`config.mk`:
```
export PLATFORM = sky130hd
export DESIGN_NAME = branch_redirect_ctrl
export DESIGN_NICKNAME = d
export VERILOG_FILES = /design/src/rtl/branch_redirect_ctrl.sv
export SDC_FILE = /design/constraint.sdc
export NUM_CORES = 1
export LEC_CHECK = 0
export ABC_AREA = 0
export CAP_MARGIN = 10
export CORE_ASPECT_RATIO = 1.1
export CORE_UTILIZATION = 41
export CTS_BUF_LIST = sky130_fd_sc_hd__clkbuf_4
export CTS_CLUSTER_DIAMETER = 200
export DETAILED_ROUTE_END_ITERATION = 10
export PLACE_DENSITY = 0.81
export SLEW_MARGIN = 40
export SYNTH_ARGS = -nofsm -noshare
export SYNTH_HDL_FRONTEND = slang
export SYNTH_SLANG_ARGS = --single-unit
```
`constraint.sdc`:
```
create_clock -name clk -period 1.8 [get_ports clk]
set_input_delay 0.36 -clock clk [delete_from_list [all_inputs] [get_ports clk]]
set_output_delay 0.36 -clock clk [all_outputs]
set_load 0.01 [all_outputs]
```
`src/rtl/branch_redirect_ctrl.sv`:
```
// ---------------------------------------------------------------------------
// branch_redirect_ctrl
//
// Coordinates branch resolution in ID with the instruction fetch front end.
// Holds ID while branch operands are pending. On a mispredict it flushes the
// IF/ID buffer and issues a single redirect to the PC generator. It also
// discards the responses of every fetch that was in flight when the branch
// resolved. A saturating count of outstanding fetches throttles the PC
// generator.
//
// Parameters
//   MAX_OUTSTANDING  maximum number of in-flight fetch requests
//   CNT_WD           width of the outstanding / discard counters
//
// Ports
//   clk              clock, all state updates on the rising edge
//   reset            synchronous active-high reset
//   br_valid         ID holds a valid branch/jump
//   src_1_ready      branch operand 1 available
//   src_2_ready      branch operand 2 available
//   br_taken_cancel  branch unit reports a misprediction
//   next_PC          resolved branch target
//   ifetch_req_fire  fetch request accepted by instruction memory
//   ifetch_resp      fetch data returned (in order)
//   redirect_ready   PC generator accepts the redirect
//   id_stall         hold the ID stage
//   flush_if         invalidate the IF/ID buffer
//   redirect_valid   redirect request to the PC generator
//   redirect_pc      redirect target
//   discard_resp     drop the current fetch response
//   fetch_block      PC generator must not issue a fetch this cycle
// ---------------------------------------------------------------------------
module branch_redirect_ctrl #(
  parameter int MAX_OUTSTANDING = 3,
  parameter int CNT_WD          = 2
) (
  input  logic        clk,
  input  logic        reset,
  input  logic        br_valid,
  input  logic        src_1_ready,
  input  logic        src_2_ready,
  input  logic        br_taken_cancel,
  input  logic [31:0] next_PC,
  input  logic        ifetch_req_fire,
  input  logic        ifetch_resp,
  input  logic        redirect_ready,
  output logic        id_stall,
  output logic        flush_if,
  output logic        redirect_valid,
  output logic [31:0] redirect_pc,
  output logic        discard_resp,
  output logic        fetch_block
);

  typedef enum logic [1:0] {
    IDLE      = 2'd0,
    WAIT_OPND = 2'd1,
    REDIRECT  = 2'd2,
    DRAIN     = 2'd3
  } state_t;

  localparam logic [CNT_WD-1:0] MAX_CNT = CNT_WD'(MAX_OUTSTANDING);

  state_t            state, state_nxt;
  logic [CNT_WD-1:0] out_cnt, out_cnt_nxt;
  logic [CNT_WD-1:0] disc_cnt, disc_cnt_nxt;
  logic [31:0]       redirect_pc_nxt;
  logic              opnd_ready;
  logic              resolve;

  // Outstanding-fetch counter step: a simultaneous request and response
  // cancel out, and the count is clamped to [0, MAX_CNT].
  function automatic logic [CNT_WD-1:0] sat_step(input logic [CNT_WD-1:0] cnt,
                                                 input logic              inc,
                                                 input logic              dec);
    logic [CNT_WD-1:0] r;
    r = cnt;
    if (inc && !dec && (cnt < MAX_CNT)) begin
      r = cnt + 1'b1;
    end else if (dec && !inc && (cnt != '0)) begin
      r = cnt - 1'b1;
    end
    return r;
  endfunction

  // Discard counter step: only ever counts down, floored at zero.
  function automatic logic [CNT_WD-1:0] disc_step(input logic [CNT_WD-1:0] cnt,
                                                  input logic              dec);
    logic [CNT_WD-1:0] r;
    r = cnt;
    if (dec && (cnt != '0)) begin
      r = cnt - 1'b1;
    end
    return r;
  endfunction

  assign opnd_ready = src_1_ready & src_2_ready;
  assign resolve    = br_valid & opnd_ready;

  always_comb begin
    state_nxt       = state;
    out_cnt_nxt     = sat_step(out_cnt, ifetch_req_fire, ifetch_resp);
    disc_cnt_nxt    = disc_cnt;
    redirect_pc_nxt = redirect_pc;
    id_stall        = 1'b0;
    flush_if        = 1'b0;
    redirect_valid  = 1'b0;
    discard_resp    = 1'b0;
    fetch_block     = (out_cnt == MAX_CNT);

    case (state)
      IDLE, WAIT_OPND: begin
        if (br_valid && !opnd_ready) begin
          id_stall  = 1'b1;
          state_nxt = WAIT_OPND;
        end else if (resolve && br_taken_cancel) begin
          // Every fetch still in flight after this edge belongs to the wrong
          // path, including one accepted this cycle; a response arriving
          // this cycle is already wrong-path and is dropped directly.
          flush_if        = 1'b1;
          discard_resp    = ifetch_resp;
          redirect_pc_nxt = next_PC;
          disc_cnt_nxt    = out_cnt_nxt;
          state_nxt       = REDIRECT;
        end else begin
          state_nxt = IDLE;
        end
      end

      REDIRECT: begin
        redirect_valid = 1'b1;
        fetch_block    = 1'b1;
        if (ifetch_resp && (disc_cnt != '0)) begin
          discard_resp = 1'b1;
        end
        disc_cnt_nxt = disc_step(disc_cnt, ifetch_resp);
        if (redirect_ready) begin
          state_nxt = (disc_cnt_nxt != '0) ? DRAIN : IDLE;
        end
      end

      DRAIN: begin
        // New-path requests may issue here; they only grow out_cnt, so the
        // drain ends exactly after the last wrong-path response.
        if (ifetch_resp && (disc_cnt != '0)) begin
          discard_resp = 1'b1;
        end
        disc_cnt_nxt = disc_step(disc_cnt, ifetch_resp);
        if (disc_cnt_nxt == '0) begin
          state_nxt = IDLE;
        end
      end

      default: begin
        state_nxt = IDLE;
      end
    endcase

    // Outputs are quiet for the whole reset cycle, whatever the old state.
    if (reset) begin
      id_stall       = 1'b0;
      flush_if       = 1'b0;
      redirect_valid = 1'b0;
      discard_resp   = 1'b0;
      fetch_block    = 1'b0;
    end
  end

  always_ff @(posedge clk) begin
    if (reset) begin
      state       <= IDLE;
      out_cnt     <= '0;
      disc_cnt    <= '0;
      redirect_pc <= '0;
    end else begin
      state       <= state_nxt;
      out_cnt     <= out_cnt_nxt;
      disc_cnt    <= disc_cnt_nxt;
      redirect_pc <= redirect_pc_nxt;
    end
  end

endmodule

```
==> flow_summary.yaml <==
run_status:
  status: "complete, no violations"
worst_setup_path:
  cp-endpoint: "discard_resp"
  crit_chain: "inv_2 -> ha_4 -> a2111oi_4 -> buf_2"
  crit_type: "flop to output pin"
  critPathLaunchType: "flop"
  r2r_start: "state[1]"
  r2r_slack_ns: 0.15
  crit_path_end_kind: "output pin"
  reg2reg_depth: 7
  crit_path_max_incr_delay_ns: 0.36
  crit_required_ns: 1.44
  crit_path_max_fanout: 2
  cp.arrival_ns: 1.41
  r2r_end: "disc_cnt[1]"
  startpoint: "disc_cnt[0]"
  slowest_stage: "dfxtp_2"
drt:
  drc: 0
  viasPerCell: 4.857
  wl_um: 4089
  wl_per_cell_um: 12.17
  postRouteAntennaNets: 0
  first_pass_iters: 4
  drt-initial-drc-count: 71
  num_vias: 1632
pwr:
  p_int_w: 0.001313
  pwr-share-comb_pct: 16.7
  power_frac_clock_pct: 32.0
  fin_total_pwr_w: 0.001714
  power_density_nw_per_um2: 663.3
  peakVddDrop_uv: 393.3
  swShare_pct: 23.42
  power_leakage_nw: 0.9501
  p_sw_w: 0.0004014
  pwr-share-seq_pct: 51.3
placed_design:
  dp_slack_ns: -0.6070
  port_buffers: 77
  gp_congestion: 0.8381
  post-place-cells: 328
  dpl.hpwl_um: 2794
cells_and_area:
  utilization_pct: 70.14
  drive_above_1_share_pct: 17.83
  multiInputGateArea_um2: 777.0
  final_net_count: 330
  fillers: 319
  regArea_um2: 764.5
  final_cell_mix: "nand2_1, clkdlybuf4s50_1, dfxtp_1, a21oi_1, buf_4"
  area_growth_pct: 61.58
  final_common_cell: "nand2_1"
  antenna_cells: 0
  fin_cells: 336
global_route:
  grt.total_usage_pct: 20.02
  grt_pass1_vias: 1524
  antenna_found_initial: 0
  overflow: 0
  grt_max_degree: 35
  grt_pass1_wl_um: 6182
synthesis:
  synth_top_flop_cell: "dfxtp_1"
  synth_cell_types: 30
  avgSynthCellArea_um2: 8.117
  yosysSeqAreaShare_pct: 47.57
  synth_edf_count: 0
  synth_area_um2: 1599
  ys_ff_latch: 38
  ys.warnings.count: 0
  syn_inst: 197
  async_reset_ff_share_pct: 0
  syn-num-nets: 241
cts:
  cts_hold_buf: 0
  cts_sinks: 38
  cts_made_buffers: 5
  cts_tree: "done"
  cts_buffer_depth: 2
  clk_latency_ns: 0.33
  root_buffer: "clkbuf_4"
  htreeDepth: 2
  clkTransAtPathRegs_ns: 0.11
floorplan:
  boundaryPins: 78
  coreArea_um2: 3684
  die_x_um: 61.55
  fp.dieH_um: 67.50
  rows: 23
  start_util_pct: 43.41
  die-area_um2: 4154
sta:
  rsz0062_at_grt: "true"
  finalHoldViolCount: 0
  min_period_over_period_pct: 98.41
  finClkSkew_ns: 0.006274
  fin_crit_ns: 1.771
  finalSetupTns_ns: 0
  maxSlewViolCount: 0
  fin_ws_ns: 0.02855
  setup_viol: 0
  relSlewSlack_pct: 61.93
  worstMarginPinSlew_ns: 0.5639
  fmax_mhz: 564.5
worst_hold_path:
  hp-class: "flop to flop"
run:
  maxCapViolCount: 0
[metrics by stage]
step           instance area (um^2)  hold slack (ns)
6_report                       2584           0.4596
2_1_floorplan                  1599           0.4805
3_5_place_dp                   2457           0.4453
4_1_cts                        2531           0.4040
3_3_place_gp                   2457           0.4409
5_1_grt                        2584           0.4572
[critical path: cells and delay by family (launching register included)]
kind / cells / cell delay [ns]
adders and majority gates: 1 / 0.16
DFF: 1 / 0.36
buffers and inverters: 2 / 0.23
AOI/OAI and AO/OA: 1 / 0.32
[cell usage after synthesis (3+ instances only)]
master / n / area share, %
nand2_1: 68 / 16
nor2b_1: 3 / 1.2
ha_1: 3 / 2.3
nor2_1: 7 / 1.6
buf_2: 3 / 0.94
clkbuf_1: 4 / 0.94
o21ai_0: 3 / 0.94
inv_1: 7 / 1.6
a21oi_1: 23 / 7.2
a21oi_2: 11 / 6.0
buf_8: 3 / 2.8
dfxtp_1: 38 / 48
[power by group through the flow]
stage	registers, W	clock network (W)	logic [W]
after floorplan	0.000905	0	0.000108
after detailed placement	0.000897	0	0.000277
after CTS	0.000878	0.000571	0.000278
final	0.000879	0.000549	0.000287
after global routing	0.000882	0.000608	0.000316
after global placement	0.000896	0	0.000273
[final cells by class]
type	count	share of cell area [%]
multi-input combinational	140	30.07
tap	50	2.421
sequential	38	29.59
clock buffer	5	1.453
clock inverter	2	1.308
timing repair buffer	94	34.14
inverter	7	1.017
[logic make-up (layout without fill, tap and decap cells)]
group | count (synthesis) | in the layout | share of synthesized area [%]
adder cells (fa/ha/maj) | 3 | 3 | 2.348
flip-flops | 38 | 38 | 47.57
AND/OR/NAND/NOR | 89 | 89 | 23.32
XOR/XNOR | 2 | 2 | 1.096
buffers and inverters | 19 | 108 | 7.276
AO/OA/AOI/OAI | 46 | 46 | 18.39
[worst min path at each step]
stage / start / end / slack [ns] / cells after the start
2_1_floorplan: redirect_pc[0] / redirect_pc[0] / 0.48 / 2
3_3_place_gp: redirect_pc[24] / redirect_pc[24] / 0.44 / 2
3_5_place_dp: redirect_pc[26] / redirect_pc[26] / 0.45 / 2
4_1_cts: reset / redirect_pc[13] / 0.40 / 3
5_1_grt: reset / redirect_pc[1] / 0.46 / 3
6_report: redirect_pc[26] / redirect_pc[26] / 0.46 / 2
[repair_timing]
item | 4_1_cts | 5_1_grt
pin swaps | 3 | 3
resized for setup | 17 | 21
setup buffers | 1 | 0
endpoints found under the hold margin | 0 | 0
setup endpoints to repair | 5 | 5
[registers in the layout, summed over array words and instances (netlist names)]
name	count
state	2
disc_cnt	2
redirect_pc	32
out_cnt	2
[metal layers]
metal  global-route usage, %  wire length, um  part of all wire, %  vias up
met4                   6.667               31                 0.76        0
met1                   21.75             1732                   42      737
met5                       0                0                    0        -
met3                   6.513              301                  7.4        4
met2                   35.89             2024                   49       65
li1                        -                -                    -      826
Note: power is estimated with default switching activity, not from simulation.
